### src/rtl/apb4_master.sv
// APB4 requester: turns a valid/ready command into one SETUP/ACCESS transfer and returns a held response.
// Optional build macro APB4_MASTER_TIMEOUT_EN adds an ACCESS wait-state timeout of TIMEOUT_CYCLES.
module apb4_master #(
    parameter int ADDR_WIDTH     = 32,
    parameter int DATA_WIDTH     = 32,
    parameter int TIMEOUT_CYCLES = 16
) (
    input  logic                    PCLK,
    input  logic                    PRESET,
    input  logic                    req_valid,
    output logic                    req_ready,
    input  logic [ADDR_WIDTH-1:0]   req_addr,
    input  logic                    req_write,
    input  logic [DATA_WIDTH-1:0]   req_wdata,
    input  logic [DATA_WIDTH/8-1:0] req_strb,
    input  logic [2:0]              req_prot,
    output logic                    rsp_valid,
    input  logic                    rsp_ready,
    output logic [DATA_WIDTH-1:0]   rsp_rdata,
    output logic                    rsp_err,
    output logic                    PSEL,
    output logic                    PENABLE,
    output logic                    PWRITE,
    output logic [ADDR_WIDTH-1:0]   PADDR,
    output logic [DATA_WIDTH-1:0]   PWDATA,
    output logic [DATA_WIDTH/8-1:0] PSTRB,
    output logic [2:0]              PPROT,
    input  logic [DATA_WIDTH-1:0]   PRDATA,
    input  logic                    PREADY,
    input  logic                    PSLVERR
);

    typedef enum logic [1:0] {
        S_IDLE   = 2'd0,
        S_SETUP  = 2'd1,
        S_ACCESS = 2'd2,
        S_RESP   = 2'd3
    } state_t;

    generate
        if (TIMEOUT_CYCLES < 1 || TIMEOUT_CYCLES > 65535) begin : g_bad_timeout
            $error("apb4_master: TIMEOUT_CYCLES must be in 1..65535");
        end
    endgenerate

    state_t                  r_state;
    logic                    r_req_ready;
    logic                    r_rsp_valid;
    logic [DATA_WIDTH-1:0]   r_rsp_rdata;
    logic                    r_rsp_err;
    logic                    r_psel;
    logic                    r_penable;
    logic                    r_pwrite;
    logic [ADDR_WIDTH-1:0]   r_paddr;
    logic [DATA_WIDTH-1:0]   r_pwdata;
    logic [DATA_WIDTH/8-1:0] r_pstrb;
    logic [2:0]              r_pprot;
`ifdef APB4_MASTER_TIMEOUT_EN
    logic [15:0]             r_timeout_cnt;
`endif

    // Every output is a flop with async clear, so PRESET zeroes the outputs without a clock edge.
    always_ff @(posedge PCLK or posedge PRESET) begin
        if (PRESET) begin
            r_state       <= S_IDLE;
            r_req_ready   <= 1'b0;
            r_rsp_valid   <= 1'b0;
            r_rsp_rdata   <= '0;
            r_rsp_err     <= 1'b0;
            r_psel        <= 1'b0;
            r_penable     <= 1'b0;
            r_pwrite      <= 1'b0;
            r_paddr       <= '0;
            r_pwdata      <= '0;
            r_pstrb       <= '0;
            r_pprot       <= '0;
`ifdef APB4_MASTER_TIMEOUT_EN
            r_timeout_cnt <= '0;
`endif
        end else begin
            case (r_state)
                S_IDLE: begin
                    if (req_valid && r_req_ready) begin
                        r_req_ready <= 1'b0;
                        r_psel      <= 1'b1;
                        r_penable   <= 1'b0;
                        r_pwrite    <= req_write;
                        r_paddr     <= req_addr;
                        r_pwdata    <= req_write ? req_wdata : '0;
                        r_pstrb     <= req_write ? req_strb : '0;
                        r_pprot     <= req_prot;
                        r_state     <= S_SETUP;
                    end else begin
                        r_req_ready <= 1'b1;
                    end
                end
                S_SETUP: begin
                    r_penable <= 1'b1;
                    r_state   <= S_ACCESS;
                end
                S_ACCESS: begin
                    if (PREADY) begin
                        r_psel      <= 1'b0;
                        r_penable   <= 1'b0;
                        r_rsp_valid <= 1'b1;
                        r_rsp_rdata <= r_pwrite ? '0 : PRDATA;
                        r_rsp_err   <= PSLVERR;
                        r_state     <= S_RESP;
`ifdef APB4_MASTER_TIMEOUT_EN
                        r_timeout_cnt <= '0;
                    end else if (r_timeout_cnt == 16'(TIMEOUT_CYCLES - 1)) begin
                        // This wait cycle makes TIMEOUT_CYCLES in total: abandon the transfer.
                        r_psel        <= 1'b0;
                        r_penable     <= 1'b0;
                        r_rsp_valid   <= 1'b1;
                        r_rsp_rdata   <= '0;
                        r_rsp_err     <= 1'b1;
                        r_timeout_cnt <= '0;
                        r_state       <= S_RESP;
                    end else begin
                        r_timeout_cnt <= r_timeout_cnt + 16'd1;
`endif
                    end
                end
                S_RESP: begin
                    if (rsp_ready) begin
                        r_rsp_valid <= 1'b0;
                        r_rsp_rdata <= '0;
                        r_rsp_err   <= 1'b0;
                        r_req_ready <= 1'b1;
                        r_state     <= S_IDLE;
                    end
                end
                default: r_state <= S_IDLE;
            endcase
        end
    end

    assign req_ready = r_req_ready;
    assign rsp_valid = r_rsp_valid;
    assign rsp_rdata = r_rsp_rdata;
    assign rsp_err   = r_rsp_err;
    assign PSEL      = r_psel;
    assign PENABLE   = r_penable;
    assign PWRITE    = r_pwrite;
    assign PADDR     = r_paddr;
    assign PWDATA    = r_pwdata;
    assign PSTRB     = r_pstrb;
    assign PPROT     = r_pprot;

endmodule

### config.mk
export PLATFORM = sky130hd
export DESIGN_NAME = apb4_master
export DESIGN_NICKNAME = d
export VERILOG_FILES = /design/src/rtl/apb4_master.sv
export SDC_FILE = /design/constraint.sdc
export NUM_CORES = 1
export LEC_CHECK = 0
export ABC_AREA = 1
export ABC_CLOCK_PERIOD_IN_PS = 5500
export BUFFER_PORTS_ARGS = -buffer_cell sky130_fd_sc_hd__buf_2
export CAP_MARGIN = 20
export CELL_PAD_IN_SITES_DETAIL_PLACEMENT = 0
export CELL_PAD_IN_SITES_GLOBAL_PLACEMENT = 1
export CORE_MARGIN = 2
export CORE_UTILIZATION = 36
export DETAILED_ROUTE_END_ITERATION = 10
export GPL_TIMING_DRIVEN = 1
export HOLD_SLACK_MARGIN = 0.15
export PLACE_DENSITY = 0.86
export SYNTH_ARGS = -nofsm -noshare
export SYNTH_HDL_FRONTEND = slang
export SYNTH_SLANG_ARGS = --single-unit
### constraint.sdc
create_clock -name PCLK -period 5.5 [get_ports PCLK]
set_clock_uncertainty 0.15 [all_clocks]
set_input_delay 0.55 -clock PCLK [delete_from_list [all_inputs] [get_ports PCLK]]
set_output_delay 0.55 -clock PCLK [all_outputs]
set_load 0.01 [all_outputs]
Word level (Yosys, flattened, before mapping). Cells that the tools add are included.

Bits in registers: 111. Logic and storage cells: 53. Bits of input ports: 110. Output and inout bits: 109.

Mux-type cells: 23. Eq/ne operators: 6. Reduce and logical (&&, ||, !) cells: 12.

Operator list (count): 32-bit two-way mux (4); 32-bit case mux with 2 select lines (1); 3-bit AND reduction (4); 1-bit two-way mux (8); 1-bit case mux with 2 select lines (4); 2-bit case mux with 4 select lines (1); 2-bit two-way mux (3); 2-bit != test, second input constant (3); 2-bit nonzero test (3); 2-bit == test, second input constant (2); 4-bit two-way mux (1); 2-bit AND reduction (2); 1-bit case mux with 3 select lines (1); 3-bit nonzero test (1); 2-bit by 1-bit == test with 1-bit output, second input constant (1); 2-bit logical NOT (1); 1-bit logical AND (1).

Depth between registers and ports, before layout.
Depth in word-level cells: 3. Mapped depth: 8.

Least setup slack after synthesis. No wires, ideal clock.

Path type: reg-to-reg. From: register r_state[0]. To: register r_pstrb[0] (netlist: PSTRB[0]). Slack: 3.914 ns. Cell stages (with the launch flop): 9. Setup time: 0.118 ns. Arrival time: 1.318 ns. Path through: dfrtp_1 > inv_1 > ha_1 > inv_2 > nor2_4 > inv_4 > buf_6 > nand2_1 > nand2_1.

Cells in the longest elaborated chain, start to end: 2.

RTL lines: from (decl) (line 46) `state_t r_state;`; from (signal assigned) (line 65) `r_state <= S_IDLE;`; from (signal assigned) (line 92) `r_state <= S_SETUP;`; from (signal assigned) (line 99) `r_state <= S_ACCESS;`; 2-bit logical NOT (line 81) `case (r_state)`; 2-bit AND reduction (no line); to (signal assigned) (line 90) `r_pstrb <= req_write ? req_strb : '0;`; to (decl) (line 56) `logic [DATA_WIDTH/8-1:0] r_pstrb;`.

No other way between the ends. A chain may end at the register's enable or synchronous reset.

Worst setup path in the final report.
From: register r_state[0]. To: register r_pstrb[1] (netlist: PSTRB[1]).

Same word-level chain as after synthesis.

==> out/qor.yml <==
status: "finished, final reports clean"
worst-path-buf-inv: 3
grt_pass1_wl_mm: 20.5
grt_usage_pct: 17.9
power_density_nw_per_um2: 563
wirelength_mm: 12.7
rsz0062_at_grt: "false"
ys_warn_count: 0
hpwl_mm: 8.50
fillers: 1375
die_area_sq_um: 14200
fin_crit_ns: 2.09
netlist_instances: 577
core_area_sq_um: 13100
tightestPinTransition_ns: 0.750
routedWlPerCell_um: 13.2
endpoint_kind: "flop"
antenna_found_initial: 0
yosysSeqAreaShare_pct: 58.0
synthesis.nets: 694
clock_latency_ns: 0.34
area.sequential_sq_um: 2780
ant_nets: 0
post_dp_cell_area_sq_um: 5940
post-route-cell-area_sq_um: 6360
post-route-util_pct: 48.4
tns_ns: 0
nets: 900
clockRootBuffer: "clkbuf_16"
syn-cell-area_sq_um: 4790
fin_cells: 964
maxSlewHeadroom_pct: 50.0
ir_worst_vdd_v: 0.000205
cp.arrival_ns: 2.22
power_mw: 3.58
multi_input_area_sq_um: 1640
finalHoldViolCount: 0
clkTransAtPathRegs_ns: 0.08
start_util_pct: 36.5
grt_overflow: 0
first_pass_iters: 4
gp_congestion: 0.782
synth.area.top_cells: "dfrtp_1 58%, nand2_1 21%, nand3_1 7.6%"
slowest_delay_ns: 0.56
dp.cells: 945
max_cap_viol_count: 0
synthDistinctLibCells: 18
area_delta_synth_final_pct: 32.8
vias_per_cell: 4.42
max_freq_ghz: 0.478
ctsResizeCount: 0
period_share_pct: 38.0
diodes: 0
path_cells: "inv_1 > ha_1 > inv_2 > nor2_4 > buf_4 > nand3_1 > nand2_1"
io_buffer_count: 218
clk_path_buf_depth: 2
row_count: 42
htreeDepth: 3
drt-initial-drc-count: 203
cts_tree: "built"
crit_type: "reg -> reg"
hp-class: "in -> reg"
cp_slowest_cell: "buf_4"
ios: 219
cts_buffers: 9
cpLargestDelayFamily: "buffers and inverters"
die_h_um: 119
setup_viol: 0
drive_gt1_share_pct: 31.2
grt_pass1_vias: 4082
yosys.area.top_type: "dfrtp_1"
cp_data_required_time_ns: 5.63
start_kind: "flop"
avgSynthCellArea_sq_um: 8.30
cp_max_fo: 72
route.vias.total: 4259
ys_ff_latch: 111
route.detailed.drc: 0
clkSinkCount: 111
leakage_nw: 3.92
die_x_um: 119
maxSlewViolCount: 0
grt_max_degree: 83
netlist.area_leader.share_pct: 58.0
-- final timing paths --
kind,from,to,slack (ns),cells after the start
max,r_state[0],PSTRB[1],3.41,7
min,req_addr[9],PADDR[9],0.25,3
max reg2reg,r_state[0],PSTRB[1],3.41,7
min reg2reg,PADDR[29],PADDR[29],0.32,2
max in group asynchronous,PRESET,rsp_rdata[14],3.57,5
min in group asynchronous,PRESET,PADDR[9],0.57,3
-- cell families after synthesis --
logic type,after synthesis,synth area share [%]
and+or+nand+nor,379,32.0
DFF,111,58.0
buffers and inverters,77,7.81
adders and majority gates,7,1.83
AOI/OAI and AO/OA,3,0.392
-- layout make-up --
| cell class | instances | share of cell area, % |
|---|---|---|
| Clock buffer | 10 | 3.76 |
| Clock inverter | 6 | 1.77 |
| Inverter | 46 | 2.79 |
| Multi-Input combinational cell | 389 | 25.8 |
| Sequential cell | 111 | 43.7 |
| Tap cell | 176 | 3.46 |
| Timing Repair Buffer | 226 | 18.8 |
-- tightest hold or removal path: stages --
cell     delay (ns)
buf_2          0.08
nand2_1        0.04
nand2_1        0.05
-- sequential cells by signal, indices dropped and copies added, names as in the netlist --
| name | count |
|---|---|
| PPROT | 3 |
| r_state | 2 |
| rsp_rdata | 32 |
| PWDATA | 32 |
| PENABLE | 1 |
| PADDR | 32 |
| rsp_valid | 1 |
| rsp_err | 1 |
| PWRITE | 1 |
| PSTRB | 4 |
| PSEL | 1 |
| req_ready | 1 |
-- cell usage after synthesis --
cell type and count:
inv_1 44, nand4_1 4, nor2_1 33, buf_2 9
clkbuf_1 9, buf_1 1, nand3_1 73, nor3_1 1
inv_4 1, dfrtp_1 111, buf_6 7, o21ai_2 1
inv_2 1, buf_4 5, nand2_1 267, ha_1 7
nor2_4 1, a21oi_1 2
-- metal layers --
metal  GRT usage, %  wire length (um)  vias up  part of all wire (%)
met4           4.93               148        0                   1.2
met1           24.4              5740     1935                    45
li1               -                 -     2165                     -
met2           27.8              5750      150                    45
met5              0                 0        -                     0
met3           5.46              1070        9                   8.4
-- cells in the final DEF (no fill, tap or decap), types with 2 or more instances in the layout --
cell,count
a21oi_1,2
buf_16,2
ha_1,7
buf_4,5
clkbuf_16,9
nor2_1,33
inv_6,2
inv_4,2
bufinv_16,3
nand4_1,4
nand3_1,73
inv_1,43
nand2_1,267
buf_2,218
dfrtp_1,111
-- where the power goes --
part	internal (mW)	leakage [nW]	total, mW	switching (mW)
Combinational	0.545	2.32	1.46	0.914
Clock	0.461	0.173	0.762	0.301
Sequential	1.17	1.43	1.36	0.192
Total	2.17	3.92	3.58	1.41
-- what timing repair did --
action,in CTS,in global routing
setup buffers,0,0
hold buffers,0,1
endpoints found under the hold margin,0,20
-- through the flow --
step	worst slack [ns]	hold slack [ns]
2_1_floorplan	1.87	0.355
3_3_place_gp	3.46	0.299
3_5_place_dp	3.41	0.303
4_1_cts	3.39	0.242
5_1_grt	3.17	0.255
6_report	3.41	0.251
(Power assumes the default switching activity.)
